`config.mk`:
```
export PLATFORM = sky130hd
export DESIGN_NAME = glitch_sequencer
export DESIGN_NICKNAME = d
export VERILOG_FILES = /design/src/rtl/glitch_sequencer.sv
export SDC_FILE = /design/constraint.sdc
export NUM_CORES = 1
export LEC_CHECK = 0
export CAP_MARGIN = 20
export CORE_UTILIZATION = 25
export CTS_CLUSTER_DIAMETER = 100
export DETAILED_ROUTE_END_ITERATION = 10
export GPL_ROUTABILITY_DRIVEN = 0
export SYNTH_ARGS = -nofsm -noshare
export SYNTH_HDL_FRONTEND = slang
export SYNTH_SLANG_ARGS = --single-unit
```
`constraint.sdc`:
```
create_clock -name clk -period 2.2 [get_ports clk]
set_input_delay 0.44 -clock clk [delete_from_list [all_inputs] [get_ports clk]]
set_output_delay 0.44 -clock clk [all_outputs]
set_load 0.01 [all_outputs]
```
`src/rtl/glitch_sequencer.sv`:
```
// rtl/glitch_sequencer.sv - ROM-driven fault-injection sequencer: UART sends, target sync, timed delays and glitch pulses.
module glitch_sequencer #(
  parameter int PROG_LEN   = 14,
  parameter int NUM_DELAYS = 4
) (
  input  logic        clk,
  input  logic        rst_n,
  input  logic        start,
  input  logic        abort,
  output logic [7:0]  instr_pt,
  input  logic [11:0] instr,
  output logic [7:0]  delay_num,
  input  logic [31:0] delay_len,
  output logic [7:0]  tx_data,
  output logic        tx_valid,
  input  logic        tx_ready,
  input  logic        rx_valid,
  output logic        glitch_out,
  output logic        busy,
  output logic        done
);

  typedef enum logic [2:0] {
    IDLE, FETCH, SEND, SYNC, LOAD, DELAY, GLITCH, FINISH
  } state_t;

  localparam logic [7:0] END_PT = 8'(PROG_LEN);
  localparam logic [8:0] NUM_D  = 9'(NUM_DELAYS);

  state_t      state, state_next;
  logic [1:0]  op_q;
  logic [7:0]  arg_q;
  logic        sync_q;
  logic [31:0] count;
  logic        advance;
  logic        skip;
  logic        fetch_end;

  assign fetch_end = (instr_pt == END_PT) || !instr[9] || (instr[11:10] == 2'b11);
  // An out-of-range index is skipped regardless of what the table returns for it.
  assign skip      = (delay_len == 32'd0) || ({1'b0, arg_q} >= NUM_D);

  always_comb begin
    state_next = state;
    advance    = 1'b0;
    case (state)
      IDLE:   if (start) state_next = FETCH;
      FETCH: begin
        if (fetch_end)                 state_next = FINISH;
        else if (instr[11:10] == 2'b00) state_next = SEND;
        else                           state_next = LOAD;
      end
      SEND: begin
        if (tx_valid && tx_ready) begin
          if (sync_q) state_next = SYNC;
          else        advance    = 1'b1;
        end
      end
      SYNC:   if (rx_valid) advance = 1'b1;
      LOAD: begin
        if (skip)                state_next = FETCH;
        else if (op_q == 2'b10)  state_next = GLITCH;
        else                     state_next = DELAY;
        advance = skip;
      end
      DELAY, GLITCH: if (count == 32'd1) advance = 1'b1;
      FINISH: state_next = IDLE;
      default: state_next = IDLE;
    endcase
    if (advance) state_next = FETCH;
    if (abort) begin
      state_next = IDLE;
      advance    = 1'b0;
    end
  end

  always_ff @(posedge clk or negedge rst_n) begin
    if (!rst_n) begin
      state      <= IDLE;
      instr_pt   <= 8'd0;
      delay_num  <= 8'd0;
      tx_data    <= 8'd0;
      tx_valid   <= 1'b0;
      glitch_out <= 1'b0;
      count      <= 32'd0;
      op_q       <= 2'd0;
      arg_q      <= 8'd0;
      sync_q     <= 1'b0;
    end else begin
      state <= state_next;
      if (state == FETCH) begin
        op_q   <= instr[11:10];
        arg_q  <= instr[8:1];
        sync_q <= instr[0];
      end
      if (state == IDLE && state_next == FETCH) instr_pt <= 8'd0;
      if (advance) instr_pt <= instr_pt + 8'd1;
      if (state == FETCH && state_next == SEND) begin
        tx_data  <= instr[8:1];
        tx_valid <= 1'b1;
      end
      if (state == FETCH && state_next == LOAD) delay_num <= instr[8:1];
      if (state == SEND && tx_valid && tx_ready) tx_valid <= 1'b0;
      if (abort) tx_valid <= 1'b0;
      if (state == LOAD)
        count <= delay_len;
      else if ((state == DELAY || state == GLITCH) && count != 32'd0)
        count <= count - 32'd1;
      // Registered so the pulse width equals the number of cycles spent in GLITCH.
      glitch_out <= (state_next == GLITCH);
    end
  end

  assign busy = (state != IDLE);
  assign done = (state == FINISH) && !abort;

endmodule

```
---- Word level (Yosys, flattened, before mapping) ----
Cells that the tools add are included.
storage, ports and cells
  flip-flop bits (word level) ............. 72
  logic and storage cells ................. 74
cells by class
  $add $sub $neg .......................... 2
  $lt $le $gt $ge ......................... 1
  eq/ne operators ......................... 15
  mux-type cells .......................... 23
  reductions and logical operators ........ 23
operators with widths
  cell                     number
  $mux W32                 2
  $eq A32 B1 Y1 const B    1
  $logic_not A32 Y1        1
  $reduce_bool A32 Y1      1
  $sub A32 B1 Y32 const B  1
  $mux W3                  8
  $eq A3 B3 Y1 const B     6
  $mux W8                  2
  $pmux W3 S5              1
  $eq A3 B2 Y1 const B     3
  $add A8 B1 Y8 const B    1
  $eq A8 B4 Y1 const B     1
  $ge A8 B3 Y1 const B     1
  $logic_and A1 B1 Y1      8
  $mux W1                  8
  $eq A3 B1 Y1 const B     2
  $reduce_bool A3 Y1       2
  $eq A2 B2 Y1 const B     2
  $logic_or A1 B1 Y1       4
  $pmux W1 S4              1
  $reduce_bool A2 Y1       2
  $logic_not A3 Y1         1
  $logic_not A1 Y1         2
  $logic_not A2 Y1         1
  2 further kinds          2

---- Logic depth before layout (Yosys ltp) ----
Gate-level depths: netlist of the first run.
  depth after elaboration ................. 12
  gate-level depth with buffers ........... 9
  mapped depth without buffers ............ 8

---- Worst setup path after synthesis of the first run ----
Ideal clock, no wire load.
  path type ............................... reg-to-reg
  start point ............................. register count[0]
  end point ............................... register count[20]
  arrival ................................. 2130 ps
  slack ................................... -56 ps
  cell stages (with the launch flop) ...... 8
  clock period less this slack ............ 2256 ps
  cells stage by stage .................... dfrtp_1 -> inv_1 -> ha_1 -> nor3b_1 -> nand3_1 -> or2_2 -> o311a_1 -> a221o_1
on the way
  word-level cells in the longest chain between the ends .. 3
RTL lines
  element                                                 RTL line  source
  start: declaration                                      34        logic [31:0] count;
  start signal: assignment                                106       count <= delay_len;
  start signal: assignment                                108       count <= count - 32'd1;
  $sub A32 B1 Y32 or $reduce_bool A32 Y1 (tied branches)  108, 107
  $mux W32 or $logic_and A1 B1 Y1 (tied branches)         107       else if ((state == DELAY || state == GLITCH) && count != 32'd0)
  $mux W32 or $reduce_bool A2 Y1 (tied branches)          -
Several ways; a longest one is shown, not always the timed one. The select of a mux whose other input is x is not followed.
A chain may end at the register's enable or synchronous reset.

---- Final worst setup path of the first run ----
  start point ............................. register count[21]
  end point ............................... register count[18]
on the way
  word-level cells in the longest chain between the ends .. 3
RTL lines
  element                       RTL line
  $reduce_bool A32 Y1           107
  $logic_and A1 B1 Y1           107
  $reduce_bool A2 Y1 (no line)  -
Every way passes these cells.

==> qor.tcl, run 1 <==
set qor(outcome) {finished, violations left}
set qor(violations) {negative setup slack}
set qor(cp_data_arrival_time_ns) 2.57
set qor(dieHeight_microns) 127
set qor(synth_cells) 396
set qor(overall_power_mw) 7.43
set qor(area.growth.synth_to_final_pct) 64.0
set qor(ant_nets) 0
set qor(max_freq_mhz) 426
set qor(detailedRoute.firstPassIterationCount) 5
set qor(ys_async_sr_fraction) 1.00
set qor(p_leak_nw) 2.80
set qor(wl_per_cell_microns) 17.3
set qor(detailroute.via_count) 3986
set qor(hpwl_mm) 8.82
set qor(finalCriticalPeriod_ns) 2.35
set qor(setup_viol) 25
set qor(max_root_sink_buffers) 2
set qor(syn-mean-instance-area_sq_um) 9.81
set qor(drc) 0
set qor(layout_worst_path_cycle_share) 1.07
set qor(clock_slew_at_the_register_clock_pins_of_the_worst_setup_and_hold_paths_ns) 0.06
set qor(top_level_ports) 78
set qor(maximum_number_of_pins_on_one_net_before_global_route_repair) 71
set qor(critical_path.startpoint_type) {register}
set qor(dpl-instance-area_sq_um) 5500
set qor(design.core.area_sq_um) 15200
set qor(worstPathRequired_ns) 2.42
set qor(grt_pass1_vias) 4139
set qor(cell_count_post_placement) 728
set qor(power-per-cell-area_nw_per_um2) 1170
set qor(worst_slack_ns) -0.150
set qor(whs_ns) 0.114
set qor(number_of_register_bits_inferred_by_synthesis) 70
set qor(yosys_warnings) 0
set qor(numPortBuffers) 77
set qor(design.final.nets) 621
set qor(worst_clock_skew_ns) 0.00634
set qor(worst_case_headroom_to_the_max_slew_limit) 0.694
set qor(antenna-diode-count) 0
set qor(grt_pass1_wl_mm) 20.6
set qor(grt_setup_unrepaired) {yes}
set qor(hold_class) {primary input to async pin}
set qor(synth_top_area_cell) {sky130_fd_sc_hd__dfrtp_1}
set qor(viasPerCell) 5.25
set qor(detail_route.wirelength_mm) 13.1
set qor(synthesis.nets) 451
set qor(yosys.cell_types.count) 58
set qor(max_rail_drop_vdd_v) 0.000582
set qor(count_leader_synth) {sky130_fd_sc_hd__dfrtp_1}
set qor(synth_enable_flop_cells) 0
set qor(cts_hold_buffers) 0
set qor(netlist_area_sq_um) 3880
set qor(initial_core_util) 0.256
set qor(nFillCells) 1491
set qor(timing.final.max_slew_violations) 0
set qor(slew_at_the_pin_closest_to_its_max_slew_limit_ns) 0.454
set qor(grtUsageTotal) 0.163
set qor(cts_max_level) 3
set qor(synth_sequential_area_ratio) 0.451
set qor(cts.sink_count) 70
set qor(grt.overflow.total) 0
set qor(cts_root_buffer) {sky130_fd_sc_hd__clkbuf_16}
set qor(cts_inserted_buffers) 9
set qor(final_core_util) 0.419
set qor(tritoncts) {built}
set qor(cp_class) {register to register}
set qor(die_width_microns) 127
set qor(maxCapViolCount) 0
set qor(pre_cts_ws_ns) -0.669
set qor(clock_latency_reported_for_the_late_side_of_the_worst_skew_pair_ns) 0.34
set qor(finish.instance_area_sq_um) 6370
set qor(rows) 45
set qor(cell_types_with_the_highest_counts_after_synthesis) {70 x sky130_fd_sc_hd__dfrtp_1, 30 x sky130_fd_sc_hd__nor2_1, 29 x sky130_fd_sc_hd__nand2_1, 25 x sky130_fd_sc_hd__mux2_2, 24 x sky130_fd_sc_hd__nor4_1}
set qor(ys.flop_type) {sky130_fd_sc_hd__dfrtp_1}
set qor(setup_tns_ns) -2.32
set qor(share_of_layout_cells_above_drive_strength_1) 0.350
set qor(drt_iter0_drc) 222
set qor(antenna_found_initial) 0
set qor(post_layout_nonfiller_instances) 759
set qor(worst-path-max-fanout) 6
set qor(dieArea_sq_um) 16000
set qor(hold_viol_final) 0
set qor(worst_setup_path_end_kind) {register}
set qor(yosys-top-cells-area) {sky130_fd_sc_hd__dfrtp_1 45%, sky130_fd_sc_hd__mux2_2 7.2%, sky130_fd_sc_hd__a221o_1 3.9%}
set qor(synth_top_area_frac) 0.451
kinds of logic after synthesis:
| kind of cell | Yosys count | synth area share |
|---|---|---|
| adder cells (fa/ha/maj) | 5 | 0.0161 |
| AND/OR/NAND/NOR | 172 | 0.247 |
| AO/OA/AOI/OAI | 84 | 0.157 |
| XOR/XNOR | 7 | 0.0158 |
| buffers and inverters | 31 | 0.0351 |
| flip-flops | 70 | 0.451 |
| multiplexers | 27 | 0.0776 |
worst max-delay path, cell delays in order, from the launching register on:
cell	delay, ns
sky130_fd_sc_hd__dfrtp_1	0.41
sky130_fd_sc_hd__nor4_4	0.44
sky130_fd_sc_hd__nand3_4	0.12
sky130_fd_sc_hd__or4_4	0.56
sky130_fd_sc_hd__nand3_4	0.16
sky130_fd_sc_hd__buf_12	0.13
sky130_fd_sc_hd__buf_16	0.11
sky130_fd_sc_hd__a21oi_2	0.03
sky130_fd_sc_hd__a221o_1	0.26
cell usage in the layout, fill, tap and decap left out, types with 7 or more instances in the layout:
cell and count:
sky130_fd_sc_hd__a21oi_1 10, sky130_fd_sc_hd__nor4_2 10, sky130_fd_sc_hd__nor2_1 27, sky130_fd_sc_hd__nor4_1 8, sky130_fd_sc_hd__o21ai_2 7, sky130_fd_sc_hd__dlymetal6s2s_1 17, sky130_fd_sc_hd__o21ai_1 9, sky130_fd_sc_hd__or3_1 9
sky130_fd_sc_hd__buf_4 94, sky130_fd_sc_hd__clkdlybuf4s50_1 43, sky130_fd_sc_hd__nand2_1 29, sky130_fd_sc_hd__dlygate4sd2_1 16, sky130_fd_sc_hd__clkbuf_16 10, sky130_fd_sc_hd__inv_1 7, sky130_fd_sc_hd__a221o_1 15, sky130_fd_sc_hd__buf_6 7
sky130_fd_sc_hd__nor4_4 9, sky130_fd_sc_hd__dfrtp_1 68, sky130_fd_sc_hd__nand3_1 16, sky130_fd_sc_hd__mux2_4 8, sky130_fd_sc_hd__mux2_2 17, sky130_fd_sc_hd__nor3_1 20
flip-flops by register name, indices dropped and copies added, names as in the netlist, 2 cells and up:
| signal | count |
|---|---|
| count | 32 |
| delay_num | 8 |
| instr_pt | 8 |
| tx_data | 8 |
| arg_q | 6 |
| state | 3 |
| op_q | 2 |
repair_timing:
item	4_1_cts	5_1_grt
setup endpoints to repair	54	58
setup buffers	5	10
cloned	2	1
gates resized for setup	51	58
pin swaps	26	33
report_power, final:
group | total [mW] | internal, mW | leakage [nW] | switching (mW)
Combinational | 3.62 | 1.96 | 1.76 | 1.67
Sequential | 2.20 | 1.80 | 0.885 | 0.396
Clock | 1.61 | 0.997 | 0.156 | 0.609
cell type report:
| class | instances | area, sq um | area share |
|---|---|---|---|
| inverter | 7 | 26.3 | 0.00412 |
| multi-input combinational | 295 | 2350 | 0.368 |
| timing repair buffer | 183 | 1690 | 0.264 |
| clock buffer | 9 | 225 | 0.0353 |
| sequential | 70 | 1750 | 0.275 |
| tap | 188 | 235 | 0.0369 |
| clock inverter | 7 | 98.8 | 0.0155 |
layer usage:
metal  vias up  wire length (microns)  track usage
li1       1853                      -            -
met1      1928                   5380        0.200
met2       177                   6620        0.279
met3        28                    767       0.0346
met4         0                    363       0.0644
met5         -                      0            0
path summary, 6_finish.rpt:
kind | cells after the start | slack, ns | endpoint | startpoint
setup / recovery | 8 | -0.15 | count[18]$_DFFE_PN0P_ | count[21]$_DFFE_PN0P_
hold / removal | 2 | 0.11 | count[6]$_DFFE_PN0P_ | rst_n
setup reg to reg | 8 | -0.15 | count[18]$_DFFE_PN0P_ | count[21]$_DFFE_PN0P_
hold reg to reg | 1 | 0.51 | tx_data[5]$_DFFE_PN0P_ | tx_data[5]$_DFFE_PN0P_
max in group asynchronous | 2 | 1.74 | state[2]$_DFF_PN0_ | rst_n
min in group clk | 3 | 0.39 | count[9]$_DFFE_PN0P_ | delay_len[9]
Note: power is estimated with default switching activity, not from simulation.
==> run 2: changes to the inputs <==
==> constraint.sdc (replaced) <==
create_clock -name clk -period 2.35 [get_ports clk]
set_input_delay 0.47 -clock clk [delete_from_list [all_inputs] [get_ports clk]]
set_output_delay 0.47 -clock clk [all_outputs]
set_load 0.01 [all_outputs]
==> run 2 against run 1 <==
Compared with the run above: the run now ends clean; worst setup slack improved by 0.18 ns; non-clock buffer count decreased by 22; final cell count decreased by 2.9%; clock skew increased by 0.0028 ns; via count decreased by 3.2%; wire length decreased by 8.0%; combinational power decreased by 18%; clock-buffer cell count unchanged; first-iteration DRC count decreased by 17%; final area decreased by 5.8%; critical path type is now primary input to register; largest cell class unchanged; largest power group unchanged; highest routed layer unchanged.
==> qor.tcl, run 2 (synthesis gave the netlist of run 1 again) <==
set qor(wl_per_cell_microns) 16.4 ;# was 17.3 microns
set qor(area.growth.synth_to_final_pct) 54.5 ;# was 64.0%
set qor(cts_root_buffer) {sky130_fd_sc_hd__clkbuf_16} ;# unchanged
set qor(hpwl_mm) 8.64 ;# was 8.82 mm
set qor(setup_tns_ns) 0 ;# was -2.32 ns
set qor(initial_core_util) 0.256 ;# unchanged
set qor(slew_at_the_pin_closest_to_its_max_slew_limit_ns) 0.458 ;# was 0.454 ns
set qor(cp_data_arrival_time_ns) 2.55 ;# was 2.57 ns
set qor(share_of_layout_cells_above_drive_strength_1) 0.288 ;# was 0.350
set qor(max_freq_mhz) 430
set qor(top_level_ports) 78 ;# unchanged
set qor(cts_inserted_buffers) 9 ;# unchanged
set qor(critical_path.max_stage_delay_ns) 0.44 ;# was 0.56 ns
set qor(cts.sink_count) 70 ;# unchanged
set qor(layout_worst_path_cycle_share) 0.989
set qor(whs_ns) 0.155 ;# was 0.114 ns
set qor(worst_setup_path_end_kind) {register} ;# unchanged
set qor(grt.overflow.total) 0 ;# unchanged
set qor(power.clock.fraction) 0.204 ;# was 0.216
set qor(timing.final.max_slew_violations) 0 ;# unchanged
set qor(critical_path.startpoint_type) {primary input} ;# was register
set qor(viasPerCell) 5.24 ;# was 5.25
set qor(dieHeight_microns) 127 ;# unchanged
set qor(design.final.nets) 599 ;# was 621
set qor(dieArea_sq_um) 16000 ;# unchanged
set qor(rows) 45 ;# unchanged
set qor(p_leak_nw) 2.59 ;# was 2.80 nW
set qor(cell_count_post_placement) 716 ;# was 728
set qor(critical_path.n_buffers_inverters) 2 ;# unchanged
set qor(worst_clock_skew_ns) 0.00914 ;# was 0.00634 ns
set qor(power_frac_seq) 0.329 ;# was 0.296
set qor(worstPathRequired_ns) 2.58 ;# was 2.42 ns
set qor(maximum_number_of_pins_on_one_net_before_global_route_repair) 71 ;# unchanged
set qor(antenna-diode-count) 0 ;# unchanged
set qor(layout.area.seq_sq_um) 1750 ;# about the same
set qor(grt_pass1_vias) 3930 ;# was 4139
set qor(setup_viol) 0 ;# was 25
set qor(dpl-instance-area_sq_um) 5420 ;# was 5500 sq um
set qor(top_register) {count} ;# unchanged
set qor(nFillCells) 1477 ;# was 1491
set qor(outcome) {finished clean} ;# was finished, violations left
set qor(ant_nets) 0 ;# unchanged
set qor(layout.cells.most_common) {sky130_fd_sc_hd__buf_4} ;# unchanged
set qor(cp_cell_sequence) {clkdlybuf4s50_1, nor4_2, nand4_1, nor2_2, o311a_1, nand4bb_4, buf_12, mux2_2} ;# was nor4_4, nand3_4, or4_4, nand3_4, buf_12, buf_16, a21oi_2, a221o_1
set qor(clock_latency_reported_for_the_late_side_of_the_worst_skew_pair_ns) 0.35 ;# was 0.34 ns
set qor(most_frequent_cells_in_the_layout) {80 x sky130_fd_sc_hd__buf_4, 69 x sky130_fd_sc_hd__dfrtp_1, 57 x sky130_fd_sc_hd__clkdlybuf4s50_1} ;# was 94 x sky130_fd_sc_hd__buf_4, 68 x sky130_fd_sc_hd__dfrtp_1, 43 x sky130_fd_sc_hd__clkdlybuf4s50_1
set qor(worst_case_headroom_to_the_max_slew_limit) 0.693 ;# was 0.694
set qor(detailedRoute.firstPassIterationCount) 5 ;# unchanged
set qor(max_root_sink_buffers) 2 ;# unchanged
set qor(combined_area_of_the_multi_input_logic_cells_sq_um) 2220 ;# was 2350 sq um
set qor(hold_class) {primary input to async pin} ;# unchanged
set qor(cell_internal_pwr_mw) 4.00 ;# was 4.76 mW
set qor(detail_route.wirelength_mm) 12.1 ;# was 13.1 mm
set qor(tritoncts) {built} ;# unchanged
set qor(grt_pass1_wl_mm) 19.4 ;# was 20.6 mm
set qor(worst-path-max-fanout) 8 ;# was 6
set qor(pwr-share-comb) 0.467 ;# was 0.488
set qor(design.core.area_sq_um) 15200 ;# unchanged
set qor(timing.reg2reg.setup_slack_ns) 0.05 ;# was -0.15 ns
set qor(cell_with_the_largest_stage_delay_on_the_worst_path) {sky130_fd_sc_hd__clkdlybuf4s50_1} ;# was sky130_fd_sc_hd__or4_4
set qor(drc) 0 ;# unchanged
set qor(grtUsageTotal) 0.154 ;# was 0.163
set qor(cts_max_level) 3 ;# unchanged
set qor(numPortBuffers) 77 ;# unchanged
set qor(cp_class) {primary input to register} ;# was register to register
set qor(max_rail_drop_vdd_v) 0.000516 ;# was 0.000582 V
set qor(p_switching_mw) 2.33 ;# was 2.67 mW
set qor(post_layout_nonfiller_instances) 737 ;# was 759
set qor(detailroute.via_count) 3859 ;# was 3986
set qor(maxCapViolCount) 0 ;# unchanged
set qor(die_width_microns) 127 ;# unchanged
set qor(antenna_found_initial) 0 ;# unchanged
set qor(finalCriticalPeriod_ns) 2.32
set qor(hold_viol_final) 0 ;# unchanged
set qor(power-per-cell-area_nw_per_um2) 1050 ;# was 1170 nW/um^2
set qor(switching_share) 0.369 ;# was 0.360
set qor(finish.instance_area_sq_um) 6000 ;# was 6370 sq um
set qor(timing.critical_path.max_delay_family) {simple AND/OR/NAND/NOR gates} ;# unchanged
set qor(drt_iter0_drc) 184 ;# was 222
set qor(largest_reg_flops) 32 ;# unchanged
set qor(clock_slew_at_the_register_clock_pins_of_the_worst_setup_and_hold_paths_ns) 0.06 ;# about the same
set qor(overall_power_mw) 6.33 ;# was 7.43 mW
## run 2: final timing paths
check                                               from                       end  depth (start not counted)
min in group clk                           delay_len[18]     count[18]$_DFFE_PN0P_                          2
worst min register to register  delay_num[0]$_DFFE_PN0P_  delay_num[0]$_DFFE_PN0P_                          1
max in group asynchronous                          rst_n    tx_data[2]$_DFFE_PN0P_                          2
worst max-delay path                       delay_len[19]  delay_num[6]$_DFFE_PN0P_                          8
worst min-delay path                               rst_n      count[9]$_DFFE_PN0P_                          2
worst max register to register     count[12]$_DFFE_PN0P_     count[17]$_DFFE_PN0P_                          6
## run 2: routing by layer
| metal | up-vias | global-route usage | wire length (microns) |
|---|---|---|---|
| met1 | 1895 | 0.183 | 5240 |
| met3 | 26 | 0.0375 | 649 |
| met4 | 0 | 0.0511 | 299 |
| met2 | 122 | 0.271 | 5890 |
| met5 | - | 0 | 0 |
| li1 | 1816 | - | - |
## run 2: worst reg2reg max path: cells and delay by family, from the launching register on
kind	cells	cell delay (ns)
simple gates	4	1.54
flops	1	0.40
buf+inv	1	0.16
compound gates	1	0.09
## run 2: power by group through the flow
stage	clock (mW)	sequential [mW]	combinational, mW
floorplan	0	2.07	1.42
global placement	0	2.01	2.69
detailed placement	0	2.03	2.76
CTS	1.31	2.02	2.82
global route	1.37	2.14	3.22
finish	1.29	2.08	2.96
## run 2: cell type report
class,instances,share of cell area
Timing Repair Buffer,161,0.249
Multi-Input combinational cell,295,0.370
Tap cell,188,0.0392
Clock buffer,9,0.0375
Inverter,7,0.00438
Clock inverter,7,0.00834
Sequential cell,70,0.292
## run 2: stage by stage
| step | utilization | worst slack, ns |
|---|---|---|
| after floorplan | - | 0.0940 |
| after global placement | 0.356 | -0.529 |
| after detailed placement | 0.356 | -0.588 |
| after CTS | 0.380 | -0.00622 |
| after global routing | 0.395 | -0.0523 |
| final | 0.395 | 0.0264 |
## run 2: timing repair
action / in CTS / in global routing
hold buffers: 0 / 0
pin swaps: 4 / 16
buffers inserted: 1 / 4
resized for setup: 11 / 41
setup endpoints to repair: 19 / 50
==> run 3: changes to the inputs <==
--- a/config.mk
+++ b/config.mk
@@ -6,8 +6,10 @@
 export NUM_CORES = 1
 export LEC_CHECK = 0
 export CAP_MARGIN = 20
-export CORE_UTILIZATION = 25
+export CORE_ASPECT_RATIO = 2
+export CORE_UTILIZATION = 40
 export CTS_CLUSTER_DIAMETER = 100
+export CTS_CLUSTER_SIZE = 28
 export DETAILED_ROUTE_END_ITERATION = 10
 export GPL_ROUTABILITY_DRIVEN = 0
 export SYNTH_ARGS = -nofsm -noshare
==> run 3 against run 2 <==
Compared with the run above: via count is 0.83% lower; wire length is 2.8% lower; final cell count down 9.5%; maximum frequency is 0.80% lower; sequential cell count unchanged; total power rose by 3.3%; first-iteration DRC count up 15%; final area down 0.83%.
==> qor.tcl, run 3 (synthesis gave the netlist of run 1 again) <==
set qor(outcome) {finished clean} ;# unchanged
set qor(dieHeight_microns) 141 ;# was 127 microns
set qor(worst_case_headroom_to_the_max_slew_limit) 0.664 ;# was 0.693
set qor(cell_with_the_largest_stage_delay_on_the_worst_path) {sky130_fd_sc_hd__or4_4} ;# was sky130_fd_sc_hd__clkdlybuf4s50_1
set qor(hold_viol_final) 0 ;# unchanged
set qor(design.core.area_sq_um) 9380 ;# was 15200 sq um
set qor(worst_setup_path_endpoint) {count[6]$_DFFE_PN0P_} ;# was delay_num[6]$_DFFE_PN0P_
set qor(cp_class) {register to register} ;# was primary input to register
set qor(layout_worst_path_cycle_share) 0.997 ;# was 0.989
set qor(max_rail_drop_vdd_v) 0.000736 ;# was 0.000516 V
set qor(wl_per_cell_microns) 17.6 ;# was 16.4 microns
set qor(share_of_layout_cells_above_drive_strength_1) 0.304 ;# was 0.288
set qor(worstPathRequired_ns) 2.57 ;# was 2.58 ns
set qor(power_frac_seq) 0.318 ;# was 0.329
set qor(maxCapViolCount) 0 ;# unchanged
set qor(cp-startpoint) {count[5]$_DFFE_PN0P_} ;# was delay_len[19]
set qor(cts.sink_count) 70 ;# unchanged
set qor(viasPerCell) 5.74 ;# was 5.24
set qor(power-per-cell-area_nw_per_um2) 1100 ;# was 1050 nW/um^2
set qor(area.growth.synth_to_final_pct) 53.2 ;# was 54.5%
set qor(dpl-instance-area_sq_um) 5440 ;# was 5420 sq um
set qor(switching_share) 0.351 ;# was 0.369
set qor(top_register) {count} ;# unchanged
set qor(max_freq_mhz) 427 ;# was 430 MHz
set qor(cell_internal_pwr_mw) 4.24 ;# was 4.00 mW
set qor(finalCriticalPeriod_ns) 2.34 ;# was 2.32 ns
set qor(critical_path.startpoint_type) {register} ;# was primary input
set qor(rows) 50 ;# was 45
set qor(cts_inserted_buffers) 9 ;# unchanged
set qor(numPortBuffers) 77 ;# unchanged
set qor(pre_cts_ws_ns) -0.689 ;# was -0.588 ns
set qor(die_width_microns) 71.7 ;# was 127 microns
set qor(critical_path.max_stage_delay_ns) 0.56 ;# was 0.44 ns
set qor(antenna-diode-count) 0 ;# unchanged
set qor(dieArea_sq_um) 10100 ;# was 16000 sq um
set qor(timing.rr.end) {count[6]$_DFFE_PN0P_} ;# was count[17]$_DFFE_PN0P_
set qor(detail_route.wirelength_mm) 11.7 ;# was 12.1 mm
set qor(most_frequent_cells_in_the_layout) {93 x sky130_fd_sc_hd__buf_4, 68 x sky130_fd_sc_hd__dfrtp_1, 66 x sky130_fd_sc_hd__clkdlybuf4s50_1} ;# was 80 x sky130_fd_sc_hd__buf_4, 69 x sky130_fd_sc_hd__dfrtp_1, 57 x sky130_fd_sc_hd__clkdlybuf4s50_1
set qor(cts_root_buffer) {sky130_fd_sc_hd__clkbuf_16} ;# unchanged
set qor(hpwl_mm) 8.75 ;# was 8.64 mm
set qor(clock_slew_at_the_register_clock_pins_of_the_worst_setup_and_hold_paths_ns) 0.06 ;# about the same
set qor(p_leak_nw) 2.53 ;# was 2.59 nW
set qor(maximum_number_of_pins_on_one_net_before_global_route_repair) 71 ;# unchanged
set qor(layout.cells.most_common) {sky130_fd_sc_hd__buf_4} ;# unchanged
set qor(clock_latency_reported_for_the_late_side_of_the_worst_skew_pair_ns) 0.33 ;# was 0.35 ns
set qor(ff2ff_path_depth) 7 ;# was 6
set qor(overall_power_mw) 6.54 ;# was 6.33 mW
set qor(worst_clock_skew_ns) 0.00710 ;# was 0.00914 ns
set qor(grt.overflow.total) 0 ;# unchanged
set qor(largest_reg_flops) 32 ;# unchanged
set qor(detailedRoute.firstPassIterationCount) 4 ;# was 5
set qor(pwr-share-comb) 0.454 ;# was 0.467
set qor(power.clock.fraction) 0.228 ;# was 0.204
set qor(critical_path.reg2reg.startpoint) {count[5]$_DFFE_PN0P_} ;# was count[12]$_DFFE_PN0P_
set qor(setup_viol) 0 ;# unchanged
set qor(hold_class) {primary input to async pin} ;# unchanged
set qor(grt_pass1_vias) 4109 ;# was 3930
set qor(whs_ns) 0.147 ;# was 0.155 ns
set qor(drc) 0 ;# unchanged
set qor(cts_hold_buffers) 0 ;# unchanged
set qor(cts_max_level) 3 ;# unchanged
set qor(antenna_found_initial) 0 ;# unchanged
set qor(cp_data_arrival_time_ns) 2.56 ;# was 2.55 ns
set qor(drt_iter0_drc) 212 ;# was 184
set qor(worst-path-max-fanout) 21 ;# was 8
set qor(final_core_util) 0.634 ;# was 0.395
set qor(design.final.nets) 613 ;# was 599
set qor(finish.instance_area_sq_um) 5950 ;# was 6000 sq um
set qor(grt_pass1_wl_mm) 19.4 ;# about the same
set qor(worst_setup_path_end_kind) {register} ;# unchanged
set qor(timing.reg2reg.setup_slack_ns) 0.008 ;# was 0.05 ns
set qor(timing.final.max_slew_violations) 0 ;# unchanged
set qor(top_level_ports) 78 ;# unchanged
set qor(ant_nets) 0 ;# unchanged
set qor(worst_slack_ns) 0.00767 ;# was 0.0264 ns
set qor(p_switching_mw) 2.29 ;# was 2.33 mW
set qor(initial_core_util) 0.414 ;# was 0.256
set qor(detailroute.via_count) 3827 ;# was 3859
set qor(tritoncts) {built} ;# unchanged
set qor(slew_at_the_pin_closest_to_its_max_slew_limit_ns) 0.502 ;# was 0.458 ns
set qor(cp_cell_sequence) {nor4_4, nand4_1, or4_4, nand3_4, buf_12, o21ai_1, a221o_1} ;# was clkdlybuf4s50_1, nor4_2, nand4_1, nor2_2, o311a_1, nand4bb_4, buf_12, mux2_2
set qor(max_root_sink_buffers) 2 ;# unchanged
set qor(grtUsageTotal) 0.247 ;# was 0.154
set qor(grt_setup_unrepaired) {yes}
-- run 3: final cells by class --
cell class	instances	area, sq um
clock buffer	10	239
fill	801	3430
inverter	7	26.3
tap	104	130
timing repair buffer	175	1540
sequential	70	1750
multi-input combinational	295	2170
clock inverter	6	93.8
-- run 3: stage by stage --
| step | setup TNS (ns) | instances |
|---|---|---|
| 6_report | 0 | 667 |
| 2_1_floorplan | 0 | 396 |
| 3_5_place_dp | -15.38 | 651 |
| 4_1_cts | 0 | 666 |
| 5_1_grt | -0.319 | 667 |
| 3_3_place_gp | -14.25 | 651 |
-- run 3: worst max-delay path: cells and delay by family (launching register included) --
family,cells,cell delay (ns)
buf+inv,1,0.17
compound gates,2,0.37
flops,1,0.42
simple gates,4,1.25
-- run 3: worst min-delay path by stage --
| stage | start | endpoint | slack (ns) | cells after the start |
|---|---|---|---|---|
| finish | rst_n | count[13]$_DFFE_PN0P_ | 0.15 | 2 |
| global route | rst_n | count[13]$_DFFE_PN0P_ | 0.19 | 2 |
| CTS | rst_n | count[13]$_DFFE_PN0P_ | 0.17 | 2 |
| detailed placement | op_q[0]$_DFFE_PN0P_ | op_q[0]$_DFFE_PN0P_ | 0.49 | 1 |
| global placement | op_q[0]$_DFFE_PN0P_ | op_q[0]$_DFFE_PN0P_ | 0.48 | 1 |
| floorplan | rst_n | arg_q[2]$_DFFE_PN0P_ | 0.17 | 0 |
-- run 3: routing by layer --
metal	share of wire	global-route usage	up-vias
li1	-	-	1834
met1	0.37	0.261	1870
met2	0.56	0.458	101
met3	0.039	0.0455	22
met4	0.026	0.116	0
met5	0	0	-
-- run 3: timing repair --
| item | CTS | global route |
|---|---|---|
| pin swaps | 9 | 9 |
| setup endpoints to repair | 35 | 34 |
| gates resized for setup | 20 | 24 |
| buffers inserted | 1 | 2 |
| cloned | 0 | 0 |
-- run 3: power groups by stage --
stage / Clock (mW) / Combinational, mW / Sequential, mW
4_1_cts: 1.53 / 2.85 / 2.06
3_5_place_dp: 0 / 2.79 / 2.05
5_1_grt: 1.58 / 3.22 / 2.13
6_report: 1.49 / 2.97 / 2.08
2_1_floorplan: 0 / 1.42 / 2.07
3_3_place_gp: 0 / 2.73 / 2.03
